<file path="config.mk">
export PLATFORM = sky130hd
export DESIGN_NAME = fwd_hazard_unit
export DESIGN_NICKNAME = d
export VERILOG_FILES = /design/src/rtl/fwd_hazard_unit.sv
export SDC_FILE = /design/constraint.sdc
export NUM_CORES = 1
export LEC_CHECK = 0
export CORE_MARGIN = 10
export CORE_UTILIZATION = 30
export DETAILED_ROUTE_END_ITERATION = 6
export HOLD_SLACK_MARGIN = 0.15
export PLACE_DENSITY = 0.66
export SLEW_MARGIN = 20
export SYNTH_ARGS = -nofsm -noshare
export SYNTH_HDL_FRONTEND = slang
export SYNTH_SLANG_ARGS = --single-unit
</file>
<file path="constraint.sdc">
create_clock -name CLK -period 4.9 [get_ports CLK]
set_input_delay 1.225 -clock CLK [delete_from_list [all_inputs] [get_ports CLK]]
set_output_delay 1.225 -clock CLK [all_outputs]
set_load 0.01 [all_outputs]
</file>
<file path="src/rtl/fwd_hazard_unit.sv">
// fwd_hazard_unit: EX-stage operand forwarding, retired-write buffer, load-use bubble and not-ready stall control
module fwd_hazard_unit #(
  parameter int NREAD  = 2,
  parameter int NSTAGE = 2,
  parameter int DATA_W = 32,
  parameter int REG_W  = 5,
  parameter int CNT_W  = 16
) (
  input  logic                     CLK,
  input  logic                     nRST,
  input  logic [NREAD*REG_W-1:0]   ex_rsel,
  input  logic [NREAD*DATA_W-1:0]  ex_rdat,
  input  logic [NREAD*REG_W-1:0]   id_rsel,
  input  logic                     ex_wen,
  input  logic [REG_W-1:0]         ex_wsel,
  input  logic                     ex_is_load,
  input  logic [NSTAGE-1:0]        stage_wen,
  input  logic [NSTAGE*REG_W-1:0]  stage_wsel,
  input  logic [NSTAGE*DATA_W-1:0] stage_dat,
  input  logic [NSTAGE-1:0]        stage_rdy,
  input  logic                     pipe_en,
  input  logic                     clr_cnt,
  output logic [NREAD*DATA_W-1:0]  rdat_out,
  output logic [NREAD-1:0]         fwd_hit,
  output logic                     stall_req,
  output logic                     bubble,
  output logic [CNT_W-1:0]         stall_cnt
);
  typedef enum logic {RUN, LU_BUBBLE} state_t;
  state_t state, state_nxt;
  logic rb_valid;
  logic [REG_W-1:0] rb_sel;
  logic [DATA_W-1:0] rb_dat;
  logic [NREAD-1:0] nr_stall;
  logic lu_match, lu;
  // Scan oldest to youngest so the youngest matching source overwrites the rest
  always_comb begin
    rdat_out = ex_rdat;
    fwd_hit  = '0;
    nr_stall = '0;
    for (int i = 0; i < NREAD; i++) begin
      if (nRST && rb_valid && rb_sel == ex_rsel[i*REG_W +: REG_W]) begin
        rdat_out[i*DATA_W +: DATA_W] = rb_dat;
        fwd_hit[i] = 1'b1;
      end
      for (int s = NSTAGE-1; s >= 0; s--) begin
        if (nRST && stage_wen[s] && stage_wsel[s*REG_W +: REG_W] != '0 &&
            stage_wsel[s*REG_W +: REG_W] == ex_rsel[i*REG_W +: REG_W]) begin
          rdat_out[i*DATA_W +: DATA_W] = stage_dat[s*DATA_W +: DATA_W];
          fwd_hit[i]  = 1'b1;
          nr_stall[i] = ~stage_rdy[s];
        end
      end
    end
  end
  always_comb begin
    lu_match = 1'b0;
    for (int i = 0; i < NREAD; i++)
      lu_match = lu_match | (id_rsel[i*REG_W +: REG_W] == ex_wsel);
  end
  assign lu        = nRST && state == RUN && pipe_en && ex_is_load && ex_wen && ex_wsel != '0 && lu_match;
  assign state_nxt = lu ? LU_BUBBLE : RUN;
  assign stall_req = lu | (nRST & (|nr_stall));
  assign bubble    = lu;
  always_ff @(posedge CLK or negedge nRST) begin
    if (!nRST) begin
      state     <= RUN;
      rb_valid  <= 1'b0;
      rb_sel    <= '0;
      rb_dat    <= '0;
      stall_cnt <= '0;
    end else begin
      state     <= state_nxt;
      rb_valid  <= stage_wen[NSTAGE-1] && stage_wsel[(NSTAGE-1)*REG_W +: REG_W] != '0;
      rb_sel    <= stage_wsel[(NSTAGE-1)*REG_W +: REG_W];
      rb_dat    <= stage_dat[(NSTAGE-1)*DATA_W +: DATA_W];
      stall_cnt <= clr_cnt ? '0 : (stall_req && stall_cnt != '1) ? stall_cnt + CNT_W'(1) : stall_cnt;
    end
  end
endmodule

</file>
; ---- Yosys cells after proc, flatten, opt, wreduce, memory -nomap -nowiden
; Index checks and enable logic that the tools add are counted.
; W data, S select, Z words.
[classes]
reduce_logical = 24
add_sub_neg = 1
bitwise = 6
mux = 19
eq_ne = 9
[op_table]
columns = cell, count
row1 = $mux W32, 6
row2 = $eq A5 B5 Y1, 8
row3 = $mux W16, 2
row4 = $logic_and A1 B1 Y1, 19
row5 = $add A16 B1 Y16 const B, 1
row6 = $ne A16 B16 Y1 const B, 1
row7 = $reduce_bool A5 Y1, 3
row8 = $mux W1, 11
row9 = $not A1 Y1, 3
row10 = $or A1 B1 Y1, 2
row11 = $reduce_bool A2 Y1, 1
row12 = $reduce_or A2 Y1, 1
row13 = $and A1 B1 Y1, 1
[word_totals]
word_cells = 64
out_inout_bits = 84
ff_bits = 55
in_bits = 173

; ---- Logic depth before layout (Yosys ltp)
; Gate-level depths: netlist of the first run.
[depth]
word_depth = 11
depth_mapped = 9
depth_no_buf = 7

; ---- Worst setup path after synthesis of the first run
; Ideal clock, no wire load.
[synth_path]
path_kind = input port to output port
startpoint = input port stage_wsel[5]
endpoint = output port rdat_out[54]
cell_stages = 8
n_path_buf = 2
setup_slack_ns = 0.750
t_arrival_ns = 2.925
required_time_ns = 3.675
path_cell_list = or4_1 -> o21ai_0 -> nor2_1 -> clkbuf_1 -> clkbuf_1 -> nor2_1 -> a21oi_1 -> o21ai_0
[synth_via]
elab_chain_len = 5
[synth_rtl]
columns = item, line
row1 = from (decl), 18  ; input logic [NSTAGE*REG_W-1:0] stage_wsel,
row2 = $reduce_bool A5 Y1, 47  ; if (nRST && stage_wen[s] && stage_wsel[s*REG_W +: REG_W] != '0 &&
row3 = $logic_and A1 B1 Y1, 47
row4 = $logic_and A1 B1 Y1 (*), 47
row5 = $mux W32 (*) (2 in a row), 47
row6 = to (decl), 23  ; output logic [NREAD*DATA_W-1:0] rdat_out,
; Every way passes the cells marked *; elsewhere a longest branch is shown, timed or not.

; ---- Final worst setup path of the first run
[layout_path]
startpoint = input port stage_wsel[5]
endpoint = output port rdat_out[58]
; Same word-level chain as after synthesis.

==> impl_metrics.csv, run 1 <==
group,metric,value,unit
yosys,ys.flop_type,"dfrtp_1",
sta,min_period,4.75,ns
floorplanning,die_h,141,um
layout,n_antenna_cell,0,
sta,fin_skew,0.0128,ns
floorplanning,initial_core_util,0.310,
detailed_routing,vias_per_cell,5.07,
pwr,clkPwrFrac,0.295,
yosys,syn_inst,570,
clocking,cts_tree,"built",
detailed_routing,initialDrtViolationCount,332,
yosys,synth-simple-area-share,0.211,
worst_setup_path,cp.arrival,3.53,ns
global_route,overflow,0,
yosys,yosysTopAreaCell,"dfrtp_1",
floorplanning,coreArea,14000,sq um
sta,tightest_slew,0.643,ns
detailed_routing,drc_errors,0,
sta,hold_violations,0,
worst_setup_path,start_kind,"primary input",
layout,fin_nets,1042,
clocking,clockBufferDepth,2,
yosys,synth_fp_nets,744,
worst_setup_path,r2r_end,"stall_cnt[7]",
layout,final_cell_area,7820,sq um
placement,post_dp_cell_area,7550,sq um
floorplanning,placementRows,43,
sta,setup_violations,0,
pwr,p_leak,3.66,nW
yosys,synth_xor_area_frac,0.0804,
global_route,grt_pass1_wl,31200,um
placement,dp_hpwl,16000,um
floorplanning,die_w,141,um
pwr,internal_power,897,uW
yosys,ys_seq_area_frac,0.316,
clocking,cts_hold_buf,0,
pwr,switching_share,0.282,
worst_setup_path,cp-end-kind,"primary output",
yosys,synth_area_leaders,"dfrtp_1, mux2i_1, a21oi_1, o21ai_0, nor2_1",
worst_setup_path,regToRegSetupSlack,2.60,ns
clocking,insertion_delay,0.30,ns
layout,fin_util,0.557,
global_route,antenna_found_initial,0,
sta,post-route-period-util,0.970,
pwr,combPwrFrac,0.322,
clocking,root_buffer,"clkbuf_16",
pwr,power_frac_seq,0.384,
yosys,synth_compound_area_frac,0.196,
status,status,"finished clean",
detailed_routing,antenna_left,0,
worst_setup_path,r2r_start,"stall_cnt[0]",
yosys,yosys-mux-area-fraction,0.155,
pwr,vdd_drop_max,0.153,mV
global_route,grt_max_degree,64,
worst_setup_path,crit_type,"in -> out",
hold_path,hold_depth,2,
worst_setup_path,required,3.67,ns
flow_run,cap_violations,0,
pwr,switchingPower,352,uW
sta,slew-limit-headroom,0.570,
yosys,ys_ff_latch,55,
clocking,clk_pin_slew_worst_paths,0.08,ns
detailed_routing,dr.pass1.iters,5,
detailed_routing,routedWlPerCell,19.0,um
hold_path,min_to,"stall_cnt[8]",
yosys,async_flop_share,1.00,
layout,nFillCells,1326,
worst_setup_path,crit_fanout,19,
global_route,grtUsageTotal,0.193,
clocking,cts_max_level,2,
floorplanning,io_pins,257,
placement,port-buffer-count,256,
placement,gp_congestion,0.966,
sta,slew_viol_final,0,
yosys,yosys-top-cells-count,"a21oi_1, nor2_1, o21ai_0, nand2_1, mux2i_1",
detailed_routing,via_count,5320,
sta,max_freq,210,MHz
layout,layout-drive-gt1-share,0.115,
yosys,synth-edff-count,0,
clocking,clock_sinks,55,
yosys,syn_area_per_cell,7.64,sq um
yosys,synth_area,4360,sq um
hold_path,hold_class,"reg -> reg",
yosys,yosysMostFrequentCell,"a21oi_1",
sta,grt_setup_unrepaired,"false",
floorplanning,die-area,19700,sq um
yosys,yosys_warnings,0,
yosys,synth_top_family_by_area,"simple AND/OR/NAND/NOR gates",
yosys,synth_top_area_share,0.316,
yosys,synth_fa_ha_area_frac,0.00287,
detailed_routing,wl,19900,um
clocking,cts_buffers,5,
hold_path,hp-start,"stall_cnt[8]",
layout,syn2layout_area_growth,79.5,%
worst_setup_path,r2r_cells,6,
pwr,powerDensity,160,nW/um^2
yosys,synth.distinct_cells,33,
global_route,grt_pass1_vias,5752,
kinds of logic (layout without fill, tap and decap cells):
kind of cell / after synthesis / after routing
AND/OR/NAND/NOR: 204 / 204
AO/OA/AOI/OAI: 160 / 160
multiplexers: 67 / 67
flip-flops: 55 / 55
buffers and inverters: 43 / 342
XOR/XNOR: 40 / 40
adder cells (fa/ha/maj): 1 / 1
worst max-delay path by stage:
stage,start,end,cells past startpoint
after floorplan,stage_wsel[5],rdat_out[54],8
after CTS,ex_rsel[3],rdat_out[4],11
after detailed placement,ex_rsel[4],rdat_out[30],10
after global placement,ex_rsel[4],rdat_out[23],10
after global routing,stage_wsel[5],rdat_out[44],11
final,stage_wsel[5],rdat_out[58],11
power groups by stage:
| stage | clock network, mW | registers (mW) | logic (mW) |
|---|---|---|---|
| 6_report | 0.368 | 0.480 | 0.402 |
| 5_1_grt | 0.396 | 0.481 | 0.438 |
| 4_1_cts | 0.379 | 0.479 | 0.405 |
| 3_5_place_dp | 0 | 0.488 | 0.423 |
| 3_3_place_gp | 0 | 0.488 | 0.419 |
| 2_1_floorplan | 0 | 0.486 | 0.124 |
worst max-delay path, cell delays in order:
cell and delay (ns):
clkdlybuf4s50_1 0.43, or4_4 0.55, o21ai_1 0.13, buf_4 0.14, nor2_4 0.05, buf_4 0.16, buf_16 0.15, nor2_1 0.11
a21oi_1 0.04, o21ai_0 0.21, dlygate4sd2_1 0.31
placed cells by master (no fill, tap or decap), types with 23 or more instances in the layout:
| master | netlist | routed |
|---|---|---|
| dfrtp_1 | 55 | 55 |
| dlygate4sd2_1 | 0 | 60 |
| nor2_1 | 71 | 69 |
| mux2i_1 | 64 | 64 |
| clkdlybuf4s50_1 | 0 | 189 |
| xor2_1 | 23 | 23 |
| o21ai_0 | 71 | 67 |
| buf_4 | 0 | 67 |
| a21oi_1 | 77 | 77 |
| nand2_1 | 68 | 68 |
through the flow:
| stage | std cells | hold slack (ns) | power [mW] | TNS [ns] | setup WS, ns |
|---|---|---|---|---|---|
| 4_1_cts | 1045 | 0.589 | 1.26 | 0 | 0.0162 |
| 2_1_floorplan | 570 | 0.547 | 0.610 | 0 | 0.750 |
| 3_5_place_dp | 1030 | 0.576 | 0.911 | -9.18 | -0.307 |
| 3_3_place_gp | 1030 | 0.568 | 0.906 | -7.62 | -0.217 |
| 5_1_grt | 1049 | 0.622 | 1.31 | 0 | 0.00172 |
| 6_report | 1049 | 0.596 | 1.25 | 0 | 0.149 |
layer usage:
layer | routed length [um] | global-route usage
met1 | 8080 | 0.224
met2 | 10300 | 0.351
met3 | 1240 | 0.0429
met4 | 326 | 0.0424
met5 | 0 | 0
layout make-up:
cell class              instances  area, sq um  area share
clock inverters                 3         25.0     0.00320
flip-flops and latches         55         1380       0.176
clock buffers                   5          125      0.0160
multi-input cells             472         2860       0.366
repair buffers                332         3200       0.409
well taps                     180          225      0.0288
inverters                       2         7.51    0.000960
sequential cells by signal (all words and copies together), names as in the netlist:
signal     cells
rb_dat        32
rb_sel         5
rb_valid       1
stall_cnt     16
state          1
what timing repair did:
action	4_1_cts	5_1_grt
buffers inserted	5	4
setup endpoints to repair	65	30
gates cloned	2	0
pin swaps	4	4
resized for setup	68	10
Power figures use the tool's default switching activity.
==> run 2: changes to the inputs <==
--- a/config.mk
+++ b/config.mk
@@ -5,6 +5,7 @@
 export SDC_FILE = /design/constraint.sdc
 export NUM_CORES = 1
 export LEC_CHECK = 0
+export CAP_MARGIN = 10
 export CORE_MARGIN = 10
 export CORE_UTILIZATION = 30
 export DETAILED_ROUTE_END_ITERATION = 6
==> results of run 2 <==
No change in the layout: final DEF, timing and power equal those of run 1.
==> run 3: changes to the inputs <==
--- a/config.mk
+++ b/config.mk
@@ -10,7 +10,7 @@
 export CORE_UTILIZATION = 30
 export DETAILED_ROUTE_END_ITERATION = 6
 export HOLD_SLACK_MARGIN = 0.15
-export PLACE_DENSITY = 0.66
+export PLACE_DENSITY = 0.74
 export SLEW_MARGIN = 20
 export SYNTH_ARGS = -nofsm -noshare
 export SYNTH_HDL_FRONTEND = slang
==> run 3 against run 2 <==
Effect of this change:
- combinational power hardly changed
- final cell count is 2.4% lower
- register-to-register slack better by 0.03 ns
- first-iteration DRC count is 22% lower
- die area stayed put
- sequential cell count stayed put
- clock power is 14% higher
- critical path depth is 1 lower
- setup slack worse by 0.053 ns
- routed wire length is 1.1% lower
- total power is 3.9% higher
- sequential power hardly changed
- largest cell class unchanged
- highest routed layer unchanged
==> impl_metrics.csv, run 3 (same netlist as run 1, synthesis figures left out) <==
group,metric,value,unit
clocking,cts_max_level,2,
layout,final_common_cell,"clkdlybuf4s50_1",
detailed_routing,initialDrtViolationCount,258,
sta,setup_violations,0,
pwr,powerDensity,165,nW/um^2
placement,gp_congestion,0.879,
detailed_routing,vias_per_cell,5.05,
worst_setup_path,start_kind,"primary input",
detailed_routing,wl,19700,um
pwr,vdd_drop_max,0.145,mV
worst_setup_path,required,3.67,ns
detailed_routing,routedWlPerCell,19.3,um
clocking,clk_pin_slew_worst_paths,0.07,ns
floorplanning,placementRows,43,
hold_path,min_to,"stall_cnt[8]",
sta,hold_violations,0,
layout,syn2layout_area_growth,80.3,%
sta,tightest_slew,0.669,ns
sta,holdWs,0.569,ns
sta,post-route-period-util,0.980,
layout,largestRegisters,"rb_dat (32), stall_cnt (16), rb_sel (5)",
worst_setup_path,r2r_end,"stall_cnt[9]",
floorplanning,coreArea,14000,sq um
worst_setup_path,cp-end-kind,"primary output",
detailed_routing,dr.pass1.iters,4,
global_route,overflow,0,
clocking,clock_sinks,55,
sta,min_period,4.80,ns
worst_setup_path,r2r_start,"stall_cnt[0]",
hold_path,hp-start,"stall_cnt[8]",
clocking,clockBufferDepth,2,
floorplanning,die_h,141,um
detailed_routing,drc_errors,0,
global_route,grtUsageTotal,0.178,
hold_path,hold_depth,2,
global_route,antenna_found_initial,0,
pwr,p_leak,3.83,nW
floorplanning,die-area,19700,sq um
layout,nFillCells,1313,
clocking,root_buffer,"clkbuf_16",
layout,seq_area,1380,sq um
hold_path,hold_class,"reg -> reg",
sta,fin_setup_tns,0,ns
layout,fin_nets,1017,
layout,largest_register,"rb_dat",
sta,fin_skew,0.00351,ns
floorplanning,io_pins,257,
placement,dp_hpwl,14900,um
flow_run,cap_violations,0,
sta,grt_setup_unrepaired,"false",
pwr,p_total,1.30,mW
sta,max_freq,208,MHz
sta,slew_viol_final,0,
placement,port-buffer-count,256,
worst_setup_path,cp.arrival,3.58,ns
layout,mostFrequentLayoutCells,"clkdlybuf4s50_1, a21oi_1, o21ai_0",
layout,n_antenna_cell,0,
global_route,grt_pass1_wl,28900,um
worst_setup_path,crit_type,"in -> out",
detailed_routing,antenna_left,0,
layout,multi_input_area,2890,sq um
global_route,grt_max_degree,62,
layout,largest_register_ffs,32,
status,status,"finished clean",
worst_setup_path,regToRegSetupSlack,2.63,ns
worst_setup_path,r2r_cells,6,
clocking,cts_tree,"built",
layout,layout-drive-gt1-share,0.0865,
worst_setup_path,crit_fanout,9,
clocking,cts_buffers,5,
detailed_routing,via_count,5167,
global_route,grt_pass1_vias,5216,
floorplanning,initial_core_util,0.310,
sta,slew-limit-headroom,0.553,
clocking,insertion_delay,0.29,ns
floorplanning,die_w,141,um
-- run 3: critical path, cell delays in order --
cell	delay [ns]
clkdlybuf4s50_1	0.43
buf_4	0.16
xnor2_1	0.21
nand4_1	0.20
nor4_4	0.35
clkbuf_16	0.23
buf_4	0.12
nor2_1	0.04
nand2_1	0.07
clkdlybuf4s50_1	0.55
-- run 3: worst max-delay path by stage --
stage / start / to / slack (ns) / depth (start not counted)
2_1_floorplan: stage_wsel[5] / rdat_out[54] / 0.75 / 8
3_3_place_gp: stage_wsel[8] / rdat_out[45] / -0.11 / 10
4_1_cts: stage_wsel[5] / rdat_out[6] / -0.14 / 10
6_report: stage_wsel[5] / fwd_hit[0] / 0.1 / 10
5_1_grt: stage_wsel[7] / rdat_out[35] / 0.007 / 11
3_5_place_dp: stage_wsel[5] / rdat_out[6] / -0.13 / 10
-- run 3: repair_timing --
item	in CTS	in global routing
hold buffers	0	0
pin swaps	4	5
gates cloned	1	3
setup endpoints to repair	54	47
buffers inserted	1	6
endpoints found under the hold margin	0	0
resized for setup	35	48
-- run 3: area by class of cell --
type | count | area share
flip-flops and latches | 55 | 0.175
clock buffers | 6 | 0.0177
repair buffers | 307 | 0.406
well taps | 180 | 0.0287
clock inverters | 2 | 0.00446
multi-input cells | 472 | 0.367
inverters | 2 | 0.000956
-- run 3: where the power goes --
| group | switching (mW) | internal, mW |
|---|---|---|
| Sequential | 0.00975 | 0.470 |
| Clock | 0.164 | 0.255 |
| Combinational | 0.164 | 0.236 |
| Total | 0.338 | 0.960 |
-- run 3: metal layers --
layer / GRT usage / wire length [um] / up-vias
li1: - / - / 2556
met1: 0.218 / 8320 / 2397
met2: 0.297 / 9540 / 193
met3: 0.0531 / 1540 / 21
met4: 0.0435 / 315 / 0
met5: 0 / 0 / -
-- run 3: through the flow --
step / std cells / util / worst slack [ns] / cell area [sq um]
3_5_place_dp: 1005 / 0.528 / -0.133 / 7420
5_1_grt: 1024 / 0.559 / 0.00650 / 7860
2_1_floorplan: 570 / - / 0.750 / 4360
3_3_place_gp: 1005 / 0.528 / -0.107 / 7420
4_1_cts: 1015 / 0.542 / -0.141 / 7600
6_report: 1024 / 0.559 / 0.0969 / 7860
